==> config.mk <==
export PLATFORM = sky130hd
export DESIGN_NAME = jtcontra_rom_arb
export DESIGN_NICKNAME = d
export VERILOG_FILES = /design/src/rtl/jtcontra_rom_arb.sv
export SDC_FILE = /design/constraint.sdc
export NUM_CORES = 1
export LEC_CHECK = 0
export ABC_AREA = 1
export ABC_CLOCK_PERIOD_IN_PS = 2100
export CORE_UTILIZATION = 53
export CTS_BUF_LIST = sky130_fd_sc_hd__clkbuf_4
export DETAILED_ROUTE_END_ITERATION = 8
export GPL_ROUTABILITY_DRIVEN = 0
export GPL_TIMING_DRIVEN = 0
export PLACE_DENSITY = 0.83
export SKIP_CTS_REPAIR_TIMING = 1
export SLEW_MARGIN = 40
export SYNTH_ARGS = -nofsm -noshare
export SYNTH_HDL_FRONTEND = slang
export SYNTH_SLANG_ARGS = --single-unit
==> constraint.sdc <==
create_clock -name clk24 -period 2.1 [get_ports clk24]
set_input_delay 0.315 -clock clk24 [delete_from_list [all_inputs] [get_ports clk24]]
set_output_delay 0.315 -clock clk24 [all_outputs]
set_load 0.01 [all_outputs]
==> src/rtl/jtcontra_rom_arb.sv <==
// jtcontra_rom_arb: two-requester arbiter for the 007121 16-bit graphics ROM slot.
// Build option JTCONTRA_ARB_HBLANK_EN: contention is resolved by LHBL instead of PRIO/round-robin.
//
// state | meaning
// IDLE  | no access in flight, rom_cs low, arbitrate pending requesters
// REQ   | rom_cs high on the latched address, waiting for a non-stale rom_ok
// GAP   | one rom_cs-low cycle after an access; also arbitrates for the next one

module jtcontra_rom_arb #(
  parameter int AW   = 18,
  parameter int PRIO = 0,
  parameter int TOUT = 255
) (
  input  logic          clk24,
  input  logic          rst,
  input  logic          LHBL,
  input  logic          cs0,
  input  logic [AW-1:0] addr0,
  output logic [15:0]   data0,
  output logic          ok0,
  input  logic          cs1,
  input  logic [AW-1:0] addr1,
  output logic [15:0]   data1,
  output logic          ok1,
  output logic          rom_cs,
  output logic [AW-1:0] rom_addr,
  input  logic [15:0]   rom_data,
  input  logic          rom_ok,
  output logic          tout_err
);

  typedef enum logic [1:0] {IDLE = 2'd0, REQ = 2'd1, GAP = 2'd2} state_t;

  localparam logic [7:0] TOUT_C = 8'(TOUT);

  state_t        state_q, state_d;
  logic          rom_cs_q, rom_cs_d;
  logic [AW-1:0] rom_addr_q, rom_addr_d;
  logic [15:0]   data0_q, data0_d, data1_q, data1_d;
  logic [AW-1:0] lat0_q, lat0_d, lat1_q, lat1_d;
  logic          valid0_q, valid0_d, valid1_q, valid1_d;
  logic [7:0]    cnt_q, cnt_d;
  logic          last_q, last_d;
  logic          tout_q, tout_d;

  logic hit0, hit1, pend0, pend1, both_g, gnt;

  assign hit0  = valid0_q & (addr0 == lat0_q);
  assign hit1  = valid1_q & (addr1 == lat1_q);
  assign pend0 = cs0 & ~hit0;
  assign pend1 = cs1 & ~hit1;

`ifdef JTCONTRA_ARB_HBLANK_EN
  // Active line favours the tile fetcher, blanking favours the object fetcher
  assign both_g = ~LHBL;
`else
  logic unused_lhbl;
  assign unused_lhbl = LHBL;
  assign both_g = (PRIO != 0) ? 1'b0 : ~last_q;
`endif

  assign gnt = (pend0 & pend1) ? both_g : pend1;

  always_comb begin
    state_d    = state_q;
    rom_cs_d   = rom_cs_q;
    rom_addr_d = rom_addr_q;
    data0_d    = data0_q;
    data1_d    = data1_q;
    lat0_d     = lat0_q;
    lat1_d     = lat1_q;
    valid0_d   = valid0_q;
    valid1_d   = valid1_q;
    cnt_d      = cnt_q;
    last_d     = last_q;
    tout_d     = tout_q;
    case (state_q)
      // GAP grants directly so back-to-back accesses see exactly one low rom_cs cycle
      IDLE, GAP: begin
        state_d = IDLE;
        if (pend0 | pend1) begin
          state_d    = REQ;
          rom_cs_d   = 1'b1;
          rom_addr_d = gnt ? addr1 : addr0;
          cnt_d      = 8'd0;
          last_d     = gnt;
          if (gnt) valid1_d = 1'b0;
          else     valid0_d = 1'b0;
        end
      end
      REQ: begin
        cnt_d = cnt_q + 8'd1;
        // rom_ok during the first rom_cs cycle may belong to the previous access
        if (rom_ok && cnt_q != 8'd0) begin
          rom_cs_d = 1'b0;
          state_d  = GAP;
          if (last_q) begin
            data1_d  = rom_data;
            lat1_d   = rom_addr_q;
            valid1_d = 1'b1;
          end else begin
            data0_d  = rom_data;
            lat0_d   = rom_addr_q;
            valid0_d = 1'b1;
          end
        end else if (cnt_q == TOUT_C) begin
          rom_cs_d = 1'b0;
          tout_d   = 1'b1;
          state_d  = GAP;
        end
      end
      default: state_d = IDLE;
    endcase
  end

  always_ff @(posedge clk24) begin
    if (rst) begin
      state_q    <= IDLE;
      rom_cs_q   <= 1'b0;
      rom_addr_q <= '0;
      data0_q    <= 16'd0;
      data1_q    <= 16'd0;
      lat0_q     <= '0;
      lat1_q     <= '0;
      valid0_q   <= 1'b0;
      valid1_q   <= 1'b0;
      cnt_q      <= 8'd0;
      last_q     <= 1'b1;
      tout_q     <= 1'b0;
    end else begin
      state_q    <= state_d;
      rom_cs_q   <= rom_cs_d;
      rom_addr_q <= rom_addr_d;
      data0_q    <= data0_d;
      data1_q    <= data1_d;
      lat0_q     <= lat0_d;
      lat1_q     <= lat1_d;
      valid0_q   <= valid0_d;
      valid1_q   <= valid1_d;
      cnt_q      <= cnt_d;
      last_q     <= last_d;
      tout_q     <= tout_d;
    end
  end

  assign rom_cs   = rom_cs_q;
  assign rom_addr = rom_addr_q;
  assign data0    = data0_q;
  assign data1    = data1_q;
  assign tout_err = tout_q;
  assign ok0      = cs0 & hit0;
  assign ok1      = cs1 & hit1;

endmodule

==> results of run 1 <==
[cell usage after synthesis (5+ instances only)]
cell / instances / area [um2]
a21oi_1: 96 / 480
nand4_1: 12 / 75.1
inv_1: 154 / 578
inv_2: 8 / 30.0
nor2_1: 38 / 143
dfxtp_1: 101 / 2020
nand3_2: 7 / 70.1
buf_6: 5 / 56.3
a21oi_2: 6 / 52.6
nand3_1: 56 / 280
nand2_1: 173 / 649
clkbuf_1: 18 / 67.6
o21ai_0: 72 / 360
buf_2: 8 / 40.0
[worst min path at each step]
stage / to / slack [ns]
finish: rom_addr[14]$_SDFFE_PP0P_ / 0.24
global route: rom_addr[14]$_SDFFE_PP0P_ / 0.23
CTS: data1[5]$_SDFFE_PP0P_ / 0.46
detailed placement: data0[11]$_SDFFE_PP0P_ / 0.44
global placement: data0[12]$_SDFFE_PP0P_ / 0.43
floorplan: lat0_q[10]$_SDFFE_PP0P_ / 0.44
[critical path: stages, from the launching register on]
cell	delay, ns
dfxtp_1	0.36
xnor2_1	0.25
nand4_1	0.17
nor4_2	0.15
nand4_1	0.12
nor2_2	0.12
buf_2	0.15
[state kept, by name, indices dropped and copies added, names as in the netlist]
| name | flops |
|---|---|
| cnt_q | 8 |
| lat0_q | 18 |
| rom_addr | 18 |
| last_q | 1 |
| lat1_q | 18 |
| state_q | 2 |
| data1 | 16 |
| valid0_q | 1 |
| valid1_q | 1 |
| rom_cs | 1 |
| data0 | 16 |
| tout_err | 1 |
[layout by cell type, fill, tap and decap left out, drive strengths merged]
cell,instances
nand2,177
ha,2
dfxtp,101
clkinv,3
dlymetal6s2s,2
clkbuf,28
xnor2,3
buf,17
nand3b,1
clkdlybuf4s50,106
nor2,41
o21ai,72
bufinv,1
o2111ai,1
a21oi,102
nand3,63
nor4,2
inv,165
or2,3
nor3,3
nand4,12
[power by group through the flow]
stage / clock, uW / sequential [uW] / combinational, uW
floorplan: 0 / 2130 / 425
global placement: 0 / 2110 / 792
detailed placement: 0 / 2120 / 815
CTS: 1100 / 2080 / 820
global route: 1170 / 2090 / 917
finish: 1090 / 2080 / 832
[logic make-up after synthesis]
group	after synthesis
fa+ha+maj	2
flops	101
xor+xnor	3
compound gates	175
simple gates	302
buf+inv	196
[routing by layer]
layer  global-route usage  vias to the layer above  wire length (um)
met5                    0                        -                 0
met4                0.108                        0               394
met3               0.0620                       34              1010
met2                0.502                      204              6800
met1                0.369                     2460              6220
li1                     -                     2680                 -
[metrics by stage]
stage	hold WS (ns)	power (uW)	setup WS (ns)	utilization	std cells
6_report	0.236	4000	0.00305	0.705	1034
3_5_place_dp	0.437	2930	-0.467	0.686	1018
5_1_grt	0.226	4180	-0.137	0.705	1034
4_1_cts	0.458	4000	-0.489	0.702	1034
2_1_floorplan	0.436	2550	0.594	-	779
3_3_place_gp	0.431	2910	-0.447	0.686	1018
[layout make-up]
class	count	area share
flip-flops and latches	101	0.310
well taps	129	0.0247
plain buffers	34	0.0312
repair buffers	110	0.167
multi-input cells	482	0.352
clock buffers	9	0.0103
clock inverters	7	0.0124
inverters	162	0.0929
==> metrics.txt, run 1 <==
fillers=835; final setup fails=0; Post-Synth XOR/XNOR Area=0.00514; syn avg cell area=6.56 um2; Pwr Density=612 nW/um2; DRC Markers=0; synthesis-to-layout area growth=28.1%; area of the multi-input gates=2300 um2; pin count of the biggest net entering global routing=19; cells after synthesis=779; internal reg-to-reg setup slack=0.16 ns; Post-Syn Nets=839; data required time of the worst path=1.78 ns; reg-to-reg startpoint=cnt_q[2]$_SDFFE_PP0P_; register share of total power=0.520; DRT antenna net count=0; Sw Share=0.310; Fin. Hold Viols=0; Simple-Gate Fraction of Synth Area=0.259; Net Sw Power=1240 uW; Worst-Margin Slew=0.561 ns; first-pass GRT wire length=23400 um; Routed WL=14400 um; clock skew=0.0162 ns; Die Span X=100 um; hpwl dp=11000 um; status=finished, final reports clean; core outline area=9280 um2; Num CTS Buffers=9; crit-path max FO=2; f_max=477 MHz; CTS tree=done; ant diodes=0; Starting Density=0.550; Root Buffer=clkbuf_4; Worst Path Arrival=1.78 ns; reg2reg path depth=6; Synth Register Bits=101; CP Launch Type=flip-flop; post-synthesis mux area share=0; largest family of logic cells by synthesized area=simple AND/OR/NAND/NOR gates; max-slew violations=0; Clock Tree Buf Depth=2; vias in the first global route=4982; post-route setup TNS=0 ns; Final Cell Area=6550 um2; Post-synth top flop=dfxtp_1; placed cell areas=6370 um2; Int Pwr=2760 uW; Leakage=0.00280 uW; CTS sink count=101; Total GRT Usage=0.295; Adder-Cell Fraction of Synth Area=0.00490; Slew HR=0.626; Die Area=10000 um2; IO Port Bufs=110; Compound-Gate Fraction of Synth Area=0.177; combinational share of power=0.208; peak supply drop=0.453 mV; r2r endpoint=data0[5]$_SDFFE_PP0P_; Tmin final=2.10 ns; Seq/Total Area, Yosys=0.396; wire per inst=13.9 um; asr flop ratio synth=0; Initial DRC Count=355; vias per inst=5.20; clock network power share=0.272; HP Class=in2reg; Setup crit end kind=output port; NumNets Final=960; Max Cap Violations=0; timing endpoint of the critical path=ok0; grt ovf=0; worst skew pair latency=0.46 ns; layout cell share with drive strength beyond 1=0.0840; RSZ-0062 raised after global routing=true; Syn. warnings=0; hold path startpoint=addr0[14]; Post-synth EDFFs=0; IO Count=112; CTS clk-pin slew, worst paths=0.17 ns; launch point of the worst path=lat0_q[10]$_SDFFE_PP0P_; drt pass-1 iters=5; Hold Path Cell Cnt=5; Final Cycle Share=0.999; Chip Height=100 um; Netlist cell types=29; Cell Rows=35; register area=2030 um2; H-tree depth=3; initial antenna violation count=0; Setup Crit Path Kind=reg2out; mapped cell area=5110 um2; DR vias=5378
Power figures use the tool's default switching activity.
==> run 2: changes to the inputs <==
Settings changed: CTS_CLUSTER_SIZE from default to 14.
==> results of run 2 <==
No change in the layout: final DEF, timing and power equal those of run 1.
==> run 3: changes to the inputs <==
Settings changed: CELL_PAD_IN_SITES_DETAIL_PLACEMENT from default to 1, CELL_PAD_IN_SITES_GLOBAL_PLACEMENT from default to 2, CORE_UTILIZATION 53 to 28, PLACE_DENSITY 0.83 to default, PLACE_DENSITY_LB_ADDON from default to 0.1.
==> metrics.txt, run 3 (synthesis gave the netlist of run 1 again) <==
status=finished, violations left (was finished, final reports clean); violated checks=negative setup slack; CTS tree=done (unchanged); Tmin final=2.31 ns (was 2.10 ns); Total GRT Usage=0.205 (was 0.295); Fin. Hold Viols=0 (unchanged); synthesis-to-layout area growth=31.7% (was 28.1%); DRT antenna net count=0 (unchanged); layout cell share with drive strength beyond 1=0.0937 (was 0.0840); combinational share of power=0.207 (was 0.208); clock skew=0.0150 ns (was 0.0162 ns); RSZ-0062 raised after global routing=true (unchanged); Setup Crit Path Kind=reg2out (unchanged); register area=2030 um2 (about the same); worst skew pair latency=0.48 ns (was 0.46 ns); crit-path max FO=3 (was 2); Sw Share=0.311 (was 0.310); wire per inst=16.3 um (was 13.9 um); Initial DRC Count=242 (was 355); first-pass GRT wire length=28500 um (was 23400 um); reg2reg path depth=13 (was 6); peak supply drop=0.248 mV (was 0.453 mV); Max Cap Violations=0 (unchanged); commonest non-fill, non-tap cells in the layout=nand2_1, inv_1, clkdlybuf4s50_1 (unchanged); Slew HR=0.598 (was 0.626); initial antenna violation count=1 (was 0); total power=4170 uW (was 4000 uW); Chip Height=137 um (was 100 um); IO Port Bufs=110 (unchanged); CTS clk-pin slew, worst paths=0.17 ns (about the same); drt pass-1 iters=6 (was 5); register share of total power=0.504 (was 0.520); f_max=433 MHz (was 477 MHz); hpwl dp=15000 um (was 11000 um); Root Buffer=clkbuf_4 (unchanged); Die Area=18800 um2 (was 10000 um2); Int Pwr=2870 uW (was 2760 uW); DRC Markers=0 (unchanged); Pwr Density=620 nW/um2 (was 612 nW/um2); area of the multi-input gates=2320 um2 (was 2300 um2); clock network power share=0.289 (was 0.272); Num CTS Buffers=9 (unchanged); vias in the first global route=5241 (was 4982); CTS sink count=101 (unchanged); fillers=2299 (was 835); r2r endpoint=rom_addr[5]$_SDFFE_PP0P_ (was data0[5]$_SDFFE_PP0P_); pin count of the biggest net entering global routing=18 (was 19); Leakage=0.00281 uW (was 0.00280 uW); HP Class=in2reg (unchanged); DR vias=5258 (was 5378); launch point of the worst path=lat0_q[11]$_SDFFE_PP0P_ (was lat0_q[10]$_SDFFE_PP0P_); grt ovf=0 (unchanged); Final Cycle Share=1.10 (was 0.999); fin worst setup slack=-0.209 ns (was 0.00305 ns); max-slew violations=0 (unchanged); Net Sw Power=1300 uW (was 1240 uW); CP Launch Type=flip-flop (unchanged); final setup fails=1 (was 0); NumNets Final=962 (was 960); internal reg-to-reg setup slack=0.08 ns (was 0.16 ns); Setup crit end kind=output port (unchanged); data required time of the worst path=1.78 ns (about the same); Routed WL=18500 um (was 14400 um); vias per inst=4.62 (was 5.20); Worst Path Arrival=1.99 ns (was 1.78 ns); reg-to-reg startpoint=valid0_q$_SDFFE_PP0P_ (was cnt_q[2]$_SDFFE_PP0P_); IO Count=112 (unchanged); Clock Tree Buf Depth=2 (unchanged); core outline area=17900 um2 (was 9280 um2); Worst-Margin Slew=0.603 ns (was 0.561 ns); hold slack final=0.298 ns (was 0.236 ns); Starting Density=0.285 (was 0.550); Die Span X=137 um (was 100 um); H-tree depth=3 (unchanged); most common cell after layout, fill and taps aside=nand2_1 (unchanged); Cell Rows=49 (was 35); timing endpoint of the critical path=ok0 (unchanged)
==> run 3: changes by cell type in the layout (fill, tap and decap cells not counted), sizes merged <==
cell and delta:
buf +3, bufinv +1, clkbuf -1, clkinv -2, clkinvlp +2, diode +1, inv -1
==> run 3: per-layer routing <==
layer	up-vias	wire [um]	track usage
met3	11	796	0.0385
met2	92	8630	0.336
met5	-	0	0
met1	2468	8910	0.276
met4	0	197	0.0440
li1	2687	-	-
==> run 3: power groups by stage <==
stage	registers, uW	clock network, uW	logic, uW
2_1_floorplan	2130	0	425
3_3_place_gp	2140	0	834
3_5_place_dp	2140	0	858
4_1_cts	2100	1270	863
5_1_grt	2110	1340	958
6_report	2100	1210	861
==> run 3: area by class of cell <==
class | count | share of cell area
multi-input cells | 482 | 0.346
flip-flops and latches | 101 | 0.302
repair buffers | 112 | 0.165
inverters | 162 | 0.0904
well taps | 229 | 0.0426
plain buffers | 34 | 0.0298
clock inverters | 7 | 0.0143
clock buffers | 9 | 0.0100
diodes | 1 | 0.000372
==> run 3: worst min path at each step <==
stage | startpoint | to | slack (ns) | cells past startpoint
final | addr0[14] | rom_addr[14]$_SDFFE_PP0P_ | 0.30 | 5
after global routing | addr0[14] | rom_addr[14]$_SDFFE_PP0P_ | 0.30 | 5
after CTS | rom_data[8] | data1[8]$_SDFFE_PP0P_ | 0.44 | 3
after detailed placement | data1[10]$_SDFFE_PP0P_ | data1[10]$_SDFFE_PP0P_ | 0.44 | 2
after global placement | data0[8]$_SDFFE_PP0P_ | data0[8]$_SDFFE_PP0P_ | 0.43 | 2
after floorplan | lat0_q[10]$_SDFFE_PP0P_ | lat0_q[10]$_SDFFE_PP0P_ | 0.44 | 2
==> run 3: worst max-delay path, cell delays in order (launching register included) <==
cell and delay [ns]:
dfxtp_2 0.36, inv_2 0.04, nand2_2 0.07, nand2_2 0.05, nor2_2 0.10, nand4_1 0.09, nor4_1 0.32, nand4_1 0.20
nor2_1 0.13, buf_2 0.15
==> run 3: stage by stage <==
stage | area (um2) | TNS, ns | utilization | std cells | setup slack, ns
2_1_floorplan | 5110 | 0 | - | 779 | 0.594
3_3_place_gp | 6490 | -8.41 | 0.363 | 1118 | -0.618
3_5_place_dp | 6490 | -10.48 | 0.363 | 1118 | -0.574
4_1_cts | 6660 | -0.971 | 0.372 | 1134 | -0.602
5_1_grt | 6730 | -0.982 | 0.376 | 1137 | -0.312
6_report | 6730 | -0.209 | 0.376 | 1137 | -0.209
